$ cat src/rtl/seven_seg_scan_driver.sv
// Time-multiplexed seven-segment scan driver with double-buffered
// digit data, leading-zero suppression and per-slot ghost blanking.
module seven_seg_scan_driver #(
  parameter int NUM_DIGITS   = 4,
  parameter int REFRESH_DIV  = 100000,
  parameter int BLANK_CYCLES = 2,
  parameter bit ACTIVE_LOW   = 1'b1
) (
  input  logic                    clk,
  input  logic                    reset,
  input  logic [4*NUM_DIGITS-1:0] digits_in,
  input  logic [NUM_DIGITS-1:0]   dp_in,
  input  logic [NUM_DIGITS-1:0]   digit_en,
  input  logic                    lz_blank,
  input  logic                    load,
  output logic [NUM_DIGITS-1:0]   an,
  output logic [6:0]              seg,
  output logic                    dp,
  output logic                    frame_done
);

  localparam int PW = $clog2(REFRESH_DIV);
  localparam int IW = $clog2(NUM_DIGITS);
  localparam int DW = 4 * NUM_DIGITS;

  localparam logic [PW-1:0] PRESC_LAST = PW'(REFRESH_DIV - 1);
  localparam logic [IW-1:0] IDX_LAST   = IW'(NUM_DIGITS - 1);

  localparam logic [NUM_DIGITS-1:0] AN_OFF = {NUM_DIGITS{ACTIVE_LOW}};
  localparam logic [6:0]            SEG_OFF = {7{ACTIVE_LOW}};
  localparam logic                  DP_OFF  = ACTIVE_LOW;

  logic [PW-1:0]         presc_q, presc_d;
  logic [IW-1:0]         idx_q, idx_d;
  logic [DW-1:0]         act_dig_q, act_dig_d;
  logic [NUM_DIGITS-1:0] act_dp_q, act_dp_d;
  logic [NUM_DIGITS-1:0] act_en_q, act_en_d;
  logic [DW-1:0]         pend_dig_q, pend_dig_d;
  logic [NUM_DIGITS-1:0] pend_dp_q, pend_dp_d;
  logic [NUM_DIGITS-1:0] pend_en_q, pend_en_d;
  logic                  pend_valid_q, pend_valid_d;
  logic [NUM_DIGITS-1:0] an_q, an_d;
  logic [6:0]            seg_q, seg_d;
  logic                  dp_q, dp_d;
  logic                  fd_q, fd_d;

  logic                  slot_end;
  logic                  frame_wrap;
  logic                  in_blank;
  logic                  suppress;
  logic [NUM_DIGITS-1:0] lead_zero;
  logic                  all_zero;
  logic [NUM_DIGITS-1:0] onehot;
  logic [3:0]            cur_nib;
  logic                  cur_en;
  logic                  cur_dp;
  logic                  cur_lz;
  logic [NUM_DIGITS-1:0] an_l;
  logic [6:0]            seg_l;
  logic                  dp_l;

  // Active-low glyph table, {g,f,e,d,c,b,a}
  function automatic logic [6:0] glyph(input logic [3:0] h);
    logic [6:0] g;
    case (h)
      4'h0:    g = 7'b1000000;
      4'h1:    g = 7'b1111001;
      4'h2:    g = 7'b0100100;
      4'h3:    g = 7'b0110000;
      4'h4:    g = 7'b0011001;
      4'h5:    g = 7'b0010010;
      4'h6:    g = 7'b0000010;
      4'h7:    g = 7'b1111000;
      4'h8:    g = 7'b0000000;
      4'h9:    g = 7'b0010000;
      4'hA:    g = 7'b0001000;
      4'hB:    g = 7'b0000011;
      4'hC:    g = 7'b1000110;
      4'hD:    g = 7'b0100001;
      4'hE:    g = 7'b0000110;
      default: g = 7'b0001110;
    endcase
    return g;
  endfunction

  assign slot_end   = (presc_q == PRESC_LAST);
  assign frame_wrap = slot_end && (idx_q == IDX_LAST);

  generate
    if (BLANK_CYCLES > 0) begin : g_blank
      assign in_blank = (presc_q < PW'(BLANK_CYCLES));
    end else begin : g_noblank
      assign in_blank = 1'b0;
    end
  endgenerate

  always_comb begin
    presc_d = slot_end ? '0 : presc_q + PW'(1);
    idx_d   = idx_q;
    if (slot_end) begin
      idx_d = frame_wrap ? '0 : idx_q + IW'(1);
    end
  end

  // A load coinciding with the wrap bypasses the pending stage
  always_comb begin
    act_dig_d    = act_dig_q;
    act_dp_d     = act_dp_q;
    act_en_d     = act_en_q;
    pend_dig_d   = pend_dig_q;
    pend_dp_d    = pend_dp_q;
    pend_en_d    = pend_en_q;
    pend_valid_d = pend_valid_q;
    if (load && frame_wrap) begin
      act_dig_d    = digits_in;
      act_dp_d     = dp_in;
      act_en_d     = digit_en;
      pend_valid_d = 1'b0;
    end else begin
      if (frame_wrap && pend_valid_q) begin
        act_dig_d    = pend_dig_q;
        act_dp_d     = pend_dp_q;
        act_en_d     = pend_en_q;
        pend_valid_d = 1'b0;
      end
      if (load) begin
        pend_dig_d   = digits_in;
        pend_dp_d    = dp_in;
        pend_en_d    = digit_en;
        pend_valid_d = 1'b1;
      end
    end
  end

  // lead_zero[i]: nibbles NUM_DIGITS-1 down to i are all zero
  always_comb begin
    lead_zero = '0;
    all_zero  = 1'b1;
    for (int i = NUM_DIGITS - 1; i >= 0; i--) begin
      all_zero     = all_zero & (act_dig_q[4*i +: 4] == 4'h0);
      lead_zero[i] = all_zero;
    end
  end

  always_comb begin
    onehot  = '0;
    cur_nib = '0;
    cur_en  = 1'b0;
    cur_dp  = 1'b0;
    cur_lz  = 1'b0;
    for (int i = 0; i < NUM_DIGITS; i++) begin
      if (idx_q == IW'(i)) begin
        onehot[i] = 1'b1;
        cur_nib   = act_dig_q[4*i +: 4];
        cur_en    = act_en_q[i];
        cur_dp    = act_dp_q[i];
        cur_lz    = lead_zero[i];
      end
    end
  end

  assign suppress = !cur_en ||
                    (lz_blank && (idx_q != '0) && cur_lz);

  always_comb begin
    an_l  = '1;
    seg_l = 7'h7F;
    dp_l  = 1'b1;
    if (!in_blank && !suppress) begin
      an_l  = ~onehot;
      seg_l = glyph(cur_nib);
      dp_l  = ~cur_dp;
    end
    an_d  = ACTIVE_LOW ? an_l  : ~an_l;
    seg_d = ACTIVE_LOW ? seg_l : ~seg_l;
    dp_d  = ACTIVE_LOW ? dp_l  : ~dp_l;
    fd_d  = frame_wrap;
  end

  always_ff @(posedge clk) begin
    if (reset) begin
      presc_q      <= '0;
      idx_q        <= '0;
      act_dig_q    <= '0;
      act_dp_q     <= '0;
      act_en_q     <= '0;
      pend_dig_q   <= '0;
      pend_dp_q    <= '0;
      pend_en_q    <= '0;
      pend_valid_q <= 1'b0;
      an_q         <= AN_OFF;
      seg_q        <= SEG_OFF;
      dp_q         <= DP_OFF;
      fd_q         <= 1'b0;
    end else begin
      presc_q      <= presc_d;
      idx_q        <= idx_d;
      act_dig_q    <= act_dig_d;
      act_dp_q     <= act_dp_d;
      act_en_q     <= act_en_d;
      pend_dig_q   <= pend_dig_d;
      pend_dp_q    <= pend_dp_d;
      pend_en_q    <= pend_en_d;
      pend_valid_q <= pend_valid_d;
      an_q         <= an_d;
      seg_q        <= seg_d;
      dp_q         <= dp_d;
      fd_q         <= fd_d;
    end
  end

  assign an         = an_q;
  assign seg        = seg_q;
  assign dp         = dp_q;
  assign frame_done = fd_q;

endmodule

$ cat config.mk
export PLATFORM = sky130hd
export DESIGN_NAME = seven_seg_scan_driver
export DESIGN_NICKNAME = d
export VERILOG_FILES = /design/src/rtl/seven_seg_scan_driver.sv
export SDC_FILE = /design/constraint.sdc
export NUM_CORES = 1
export LEC_CHECK = 0
export CAP_MARGIN = 10
export CORE_MARGIN = 1
export CORE_UTILIZATION = 55
export DETAILED_ROUTE_END_ITERATION = 8
export GPL_TIMING_DRIVEN = 0
export HOLD_SLACK_MARGIN = 0.15
export PLACE_DENSITY = 0.78
export SYNTH_ARGS = -nofsm -noshare
export SYNTH_HDL_FRONTEND = slang
export SYNTH_SLANG_ARGS = --single-unit
$ cat constraint.sdc
create_clock -name clk -period 4.06 [get_ports clk]
set_input_delay 0.812 -clock clk [delete_from_list [all_inputs] [get_ports clk]]
set_output_delay 0.812 -clock clk [all_outputs]
set_load 0.02 [all_outputs]
==> results.sh, run 1 <==
export IMPL_die_width_um=85.7
export IMPL_dieHeight_um=85.7
export IMPL_antenna_cells=0
export IMPL_die_area_mm2=0.00735
export IMPL_power_uw=1580
export IMPL_numCtsBuffers=9
export IMPL_top_layer="met4"
export IMPL_relSlewSlack=0.459
export IMPL_grt_use_total=0.250
export IMPL_drive_gt1_frac=0.0846
export IMPL_period_share=0.759
export IMPL_synthesis_nets=516
export IMPL_hold_class="reg2reg"
export IMPL_placed_area_mm2=0.00437
export IMPL_rsz0062_at_grt="no"
export IMPL_synthTopCellsByArea="dfxtp_1, nand2_1, a22oi_2"
export IMPL_fin_skew_ns=0.00803
export IMPL_max_slew_worst_pin_slew_ns=0.806
export IMPL_crit_type="reg2reg"
export IMPL_ir_worst_vdd_uv=183
export IMPL_slew_viol_final=0
export IMPL_vias=3438
export IMPL_syn_area_mm2=0.00386
export IMPL_cts_root_buf="clkbuf_8"
export IMPL_clk_pin_slew_ns=0.08
export IMPL_grt_pass1_wl_um=14400
export IMPL_drc=0
export IMPL_wl_met2_um=4190
export IMPL_post_cts_buffers=0
export IMPL_end_kind="flip-flop"
export IMPL_cts_resized_gates=0
export IMPL_crit_family="compound AO/OA/AOI/OAI gates"
export IMPL_worstHoldStart="pend_dig_q[9]"
export IMPL_whs_path_depth=2
export IMPL_wl_met1_um=3920
export IMPL_first_pass_iters=7
export IMPL_grt_pass1_vias=3148
export IMPL_crit_chain="ha_1 -> clkbuf_1 -> clkbuf_1 -> a211oi_1 -> a211oi_1 -> inv_1 -> ha_1 -> nand2_1 -> o211ai_1 -> o311ai_0"
export IMPL_clk_latency_ns=0.35
export IMPL_tns_ns=0
export IMPL_clk_path_buf_depth=2
export IMPL_synthArstFlopShare=0
export IMPL_drv_cap=0
export IMPL_cp_max_fo=10
export IMPL_crit_required_ns=4.25
export IMPL_drtIter0Drc=201
export IMPL_regToRegStartpoint="idx_q[1]"
export IMPL_syn_inst=477
export IMPL_nets=566
export IMPL_wire_per_inst_um=13.9
export IMPL_p_per_area_mw_per_mm2=344
export IMPL_cts_sinks=81
export IMPL_via_per_inst=5.47
export IMPL_crit_path_start_kind="flip-flop"
export IMPL_p_leak_uw=0.00164
export IMPL_antenna_found_initial=0
export IMPL_fin_area_mm2=0.00459
export IMPL_setup_viol=0
export IMPL_antenna_left=0
export IMPL_synth_ff_type="dfxtp_1"
export IMPL_worstSetupStartpoint="idx_q[1]"
export IMPL_synth_seq_cells=81
export IMPL_rr_worst_depth=10
export IMPL_cp_buffers_inverters=3
export IMPL_worstPathArrival_ns=3.27
export IMPL_cp_slowest_cell="a211oi_1"
export IMPL_pre_cts_slack_ns=1.02
export IMPL_cts_hold_buf=0
export IMPL_io_buffers=39
export IMPL_dr_wl_met3_um=372
export IMPL_fillCellCount=573
export IMPL_ys_seq_area_frac=0.421
export IMPL_core_mm2=0.00679
export IMPL_timing_hold_violations_final=0
export IMPL_slowest_delay_ns=0.71
export IMPL_synth_enable_flop_cells=0
export IMPL_synth_top_area_share=0.421
export IMPL_fmax_mhz=325
export IMPL_synth_most_common_cell="nand2_1"
export IMPL_row_count=30
export IMPL_gr_total_overflow=0
export IMPL_synth_avg_cell_area_um2=8.08
export IMPL_h_tree_depth=3
export IMPL_start_util=0.568
export IMPL_cts_tree="built"
export IMPL_gp_congestion=0.861
export IMPL_setup_slack_ns=0.979
export IMPL_dp_hpwl_um=6230
export IMPL_synthTopCellsByCount="nand2_1, dfxtp_1, nor2_1, a21oi_1, clkbuf_1"
export IMPL_yosys_area_top_type="dfxtp_1"
export IMPL_synth_distinct_cells=41
export IMPL_status="complete, no violations"
export IMPL_wirelength_um=8700
export IMPL_areaGrowthSynthToFinish_pct=18.9
export IMPL_path_depth=10
export IMPL_synth_warnings=0
export IMPL_finalCriticalPeriod_ns=3.08
export IMPL_ios=41
export IMPL_grt_max_degree=14
[per-layer routing]
| metal | track usage | vias up |
|---|---|---|
| li1 | - | 1733 |
| met1 | 0.323 | 1595 |
| met2 | 0.411 | 89 |
| met3 | 0.0404 | 21 |
| met4 | 0.117 | 0 |
| met5 | 0 | - |
[final cells by class]
cell class | count | area (µm²) | share of cell area
multi-input cells | 352 | 2010 | 0.439
repair buffers | 39 | 390 | 0.0851
inverters | 9 | 33.8 | 0.00736
plain buffers | 35 | 189 | 0.0412
clock buffers | 11 | 141 | 0.0308
flip-flops and latches | 81 | 1620 | 0.354
well taps | 96 | 120 | 0.0262
clock inverters | 5 | 78.8 | 0.0172
[path summary, 6_finish.rpt]
path	endpoint	slack (ns)
worst max-delay path	seg[3]	0.98
worst max register to register	seg[3]	0.98
worst min-delay path	pend_dig_q[9]	0.46
worst min register to register	pend_dig_q[9]	0.46
[sequential cells by signal (all words and copies together), names as in the netlist, 2 cells and up]
name	cells
act_dig_q	16
act_dp_q	4
act_en_q	4
an	4
idx_q	2
pend_dig_q	16
pend_dp_q	4
pend_en_q	4
presc_q	17
seg	7
[power breakdown]
| group | internal (µW) | switching [µW] | total, µW | leakage, µW |
|---|---|---|---|---|
| registers | 810 | 9.31 | 819 | 0.000658 |
| clock network | 362 | 284 | 647 | 0.000113 |
| logic | 47.0 | 63.5 | 111 | 0.000867 |
| total | 1220 | 357 | 1580 | 0.00164 |
[cells in the final DEF (no fill, tap or decap), drive strengths merged, types with 6 or more instances in the layout]
cell type / netlist / routed
nand2: 109 / 109
dfxtp: 81 / 81
nor2: 55 / 55
clkdlybuf4s50: 0 / 39
clkbuf: 25 / 36
a21oi: 33 / 33
o21ai: 25 / 25
a22oi: 24 / 24
nand3: 13 / 13
ha: 11 / 11
buf: 10 / 10
inv: 9 / 9
xnor2: 7 / 7
xor2: 7 / 7
nand3b: 6 / 6
a211oi: 6 / 6
nor4: 6 / 6
[tightest hold or removal path, delay by kind of cell, from the launching register on]
family             cells  cell delay [ns]
AOI/OAI and AO/OA      1             0.05
DFF                    1             0.31
and+or+nand+nor        1             0.05
[metrics by stage]
| step | util | hold slack (ns) | cells |
|---|---|---|---|
| floorplan | - | 0.384 | 477 |
| global placement | 0.643 | 0.441 | 612 |
| detailed placement | 0.643 | 0.447 | 612 |
| CTS | 0.675 | 0.458 | 628 |
| global route | 0.675 | 0.474 | 628 |
| finish | 0.675 | 0.457 | 628 |
[kinds of logic (layout without fill, tap and decap cells)]
logic type      count (synthesis)  count (layout)  synth area share
compound gates                108             108             0.204
xor+xnor                       14              14            0.0318
fa+ha+maj                      11              11            0.0357
buf+inv                        44              99            0.0578
flops                          81              81             0.421
simple gates                  219             219             0.250
Note: power is estimated with default switching activity, not from simulation.
==> inputs of run 2 (changes only) <==
Settings changed: CORE_UTILIZATION 55 to 51, PLACE_DENSITY 0.78 to 0.76.
Clock period 4.06 ns to 2.7 ns, I/O delays scaled along.
==> run 2 against run 1 <==
  * Clock power grew 64%
  * Core utilization shrank 4.0 points
  * Power grew 56%
  * Wire length shrank 0.67%
  * Combinational power grew 50%
  * Final area grew 0.95%
  * Maximum frequency grew 18%
  * Die area grew 7.7%
  * Largest power group unchanged
==> results.sh, run 2 (synthesis results as in run 1) <==
export IMPL_status="complete, no violations"
export IMPL_rr_worst_depth=8
export IMPL_rr_endpoint="act_dp_q[0]"
export IMPL_grt_pass1_wl_um=14300
export IMPL_hold_class="reg2reg"
export IMPL_reg2reg_slack_ns=0.08
export IMPL_rsz0062_at_grt="no"
export IMPL_crit_type="reg2reg"
export IMPL_grt_pass1_vias=3032
export IMPL_io_buffers=39
export IMPL_die_area_mm2=0.00791
export IMPL_p_clk_frac=0.431
export IMPL_final_common_cell="nand2_1"
export IMPL_drive_gt1_frac=0.0940
export IMPL_slew_viol_final=0
export IMPL_clk_latency_ns=0.35
export IMPL_regToRegStartpoint="presc_q[11]"
export IMPL_whs_path_depth=2
export IMPL_dp_hpwl_um=6310
export IMPL_nets=567
export IMPL_numCtsBuffers=9
export IMPL_fin_area_mm2=0.00463
export IMPL_crit_path_start_kind="flip-flop"
export IMPL_comb_power_share=0.067
export IMPL_biggestRegsByFlops="presc_q x17, act_dig_q x16, pend_dig_q x16"
export IMPL_row_count=31
export IMPL_wirelength_um=8650
export IMPL_end_kind="flip-flop"
export IMPL_via_per_inst=5.40
export IMPL_relSlewSlack=0.429
export IMPL_dieHeight_um=89.0
export IMPL_ir_worst_vdd_uv=329
export IMPL_p_sw_frac=0.216
export IMPL_cts_root_buf="clkbuf_8"
export IMPL_min_to="pend_dig_q[13]"
export IMPL_tns_ns=0
export IMPL_grt_use_total=0.235
export IMPL_die_width_um=89.0
export IMPL_ios=41
export IMPL_period_share=0.970
export IMPL_antenna_cells=0
export IMPL_worstHoldStart="pend_dig_q[13]"
export IMPL_power_uw=2450
export IMPL_finalCriticalPeriod_ns=2.62
export IMPL_pre_cts_slack_ns=-0.370
export IMPL_drc=0
export IMPL_p_per_area_mw_per_mm2=530
export IMPL_placed_area_mm2=0.00437
export IMPL_first_pass_iters=6
export IMPL_timing_hold_violations_final=0
export IMPL_cts_tree="built"
export IMPL_areaGrowthSynthToFinish_pct=20.1
export IMPL_placed_cells=615
export IMPL_clk_pin_slew_ns=0.08
export IMPL_antenna_left=0
export IMPL_setup_viol=0
export IMPL_crit_required_ns=2.92
export IMPL_clk_path_buf_depth=2
export IMPL_start_util=0.529
export IMPL_switchingPower_uw=531
export IMPL_cts_sinks=81
export IMPL_multi_input_area_mm2=0.00202
export IMPL_p_int_uw=1920
export IMPL_grt_max_degree=14
export IMPL_fin_skew_ns=0.00963
export IMPL_p_leak_uw=0.00167
export IMPL_h_tree_depth=3
export IMPL_antenna_found_initial=0
export IMPL_core_mm2=0.00729
export IMPL_p_seq_frac=0.502
export IMPL_cp_max_fo=10
export IMPL_fmax_mhz=382
export IMPL_setup_slack_ns=0.0816
export IMPL_largest_reg_flops=17
export IMPL_max_slew_worst_pin_slew_ns=0.852
export IMPL_drv_cap=0
export IMPL_worstPathArrival_ns=2.84
export IMPL_drtIter0Drc=242
export IMPL_final_cell_mix="nand2_1, dfxtp_1, nor2_1"
export IMPL_fin_cells=631
export IMPL_regMostFlops="presc_q"
export IMPL_fillCellCount=678
export IMPL_vias=3405
export IMPL_seqCellArea_mm2=0.00162
export IMPL_wire_per_inst_um=13.7
export IMPL_gr_total_overflow=0
export IMPL_gp_congestion=0.879
==> run 2: cell count changes in the layout (fill, tap and decap cells not counted), sizes merged <==
cell    previous run  this run
buf               10        12
clkbuf            36        34
bufinv             2         3
clkinv             3         2
==> run 2: timing repair <==
item                       in CTS  in global routing
resized for setup               2                  3
setup endpoints to repair       7                  5
buffers inserted                0                  2
hold buffers                    0                  0
pin swaps                       1                  1
==> run 2: per-layer routing <==
| metal | share of wire | track usage |
|---|---|---|
| met1 | 0.49 | 0.334 |
| met2 | 0.46 | 0.364 |
| met3 | 0.043 | 0.0369 |
| met4 | 0.011 | 0.0837 |
| met5 | 0 | 0 |
==> run 2: power groups by stage <==
| stage | Sequential [µW] | Clock [µW] | Combinational (µW) |
|---|---|---|---|
| 3_3_place_gp | 1260 | 0 | 160 |
| 3_5_place_dp | 1260 | 0 | 164 |
| 6_report | 1230 | 1060 | 166 |
| 5_1_grt | 1230 | 1140 | 183 |
| 4_1_cts | 1230 | 1070 | 165 |
| 2_1_floorplan | 1260 | 0 | 91.9 |
==> run 2: worst max-delay path, stage by stage, from the launching register on <==
cell and delay [ns]:
dfxtp_1 0.36, or4_4 0.54, or4_4 0.52, buf_6 0.15
or3_1 0.36, buf_6 0.15, buf_12 0.14, a22oi_2 0.20
nor2_1 0.06
==> run 2: final cells by class <==
type | instances | share of cell area
inverter | 9 | 0.00730
multi-input combinational | 352 | 0.436
timing repair buffer | 41 | 0.0875
clock inverter | 5 | 0.0224
tap | 99 | 0.0267
clock buffer | 10 | 0.0297
sequential | 81 | 0.350
buffer | 34 | 0.0405
==> run 2: stage by stage <==
step	utilization	hold WS [ns]
6_report	0.635	0.456
5_1_grt	0.635	0.473
4_1_cts	0.633	0.459
3_5_place_dp	0.599	0.447
3_3_place_gp	0.599	0.441
2_1_floorplan	-	0.384
==> run 2: how the worst max path moves through the flow <==
stage	cells past startpoint	start	to	slack, ns
final	8	presc_q[11]	act_dp_q[0]	0.08
after global routing	8	presc_q[11]	act_dp_q[0]	0.002
after CTS	10	idx_q[1]	seg[3]	0.01
after detailed placement	10	idx_q[1]	seg[3]	-0.37
after global placement	10	idx_q[0]	seg[3]	-0.23
after floorplan	10	idx_q[0]	seg[3]	0.17
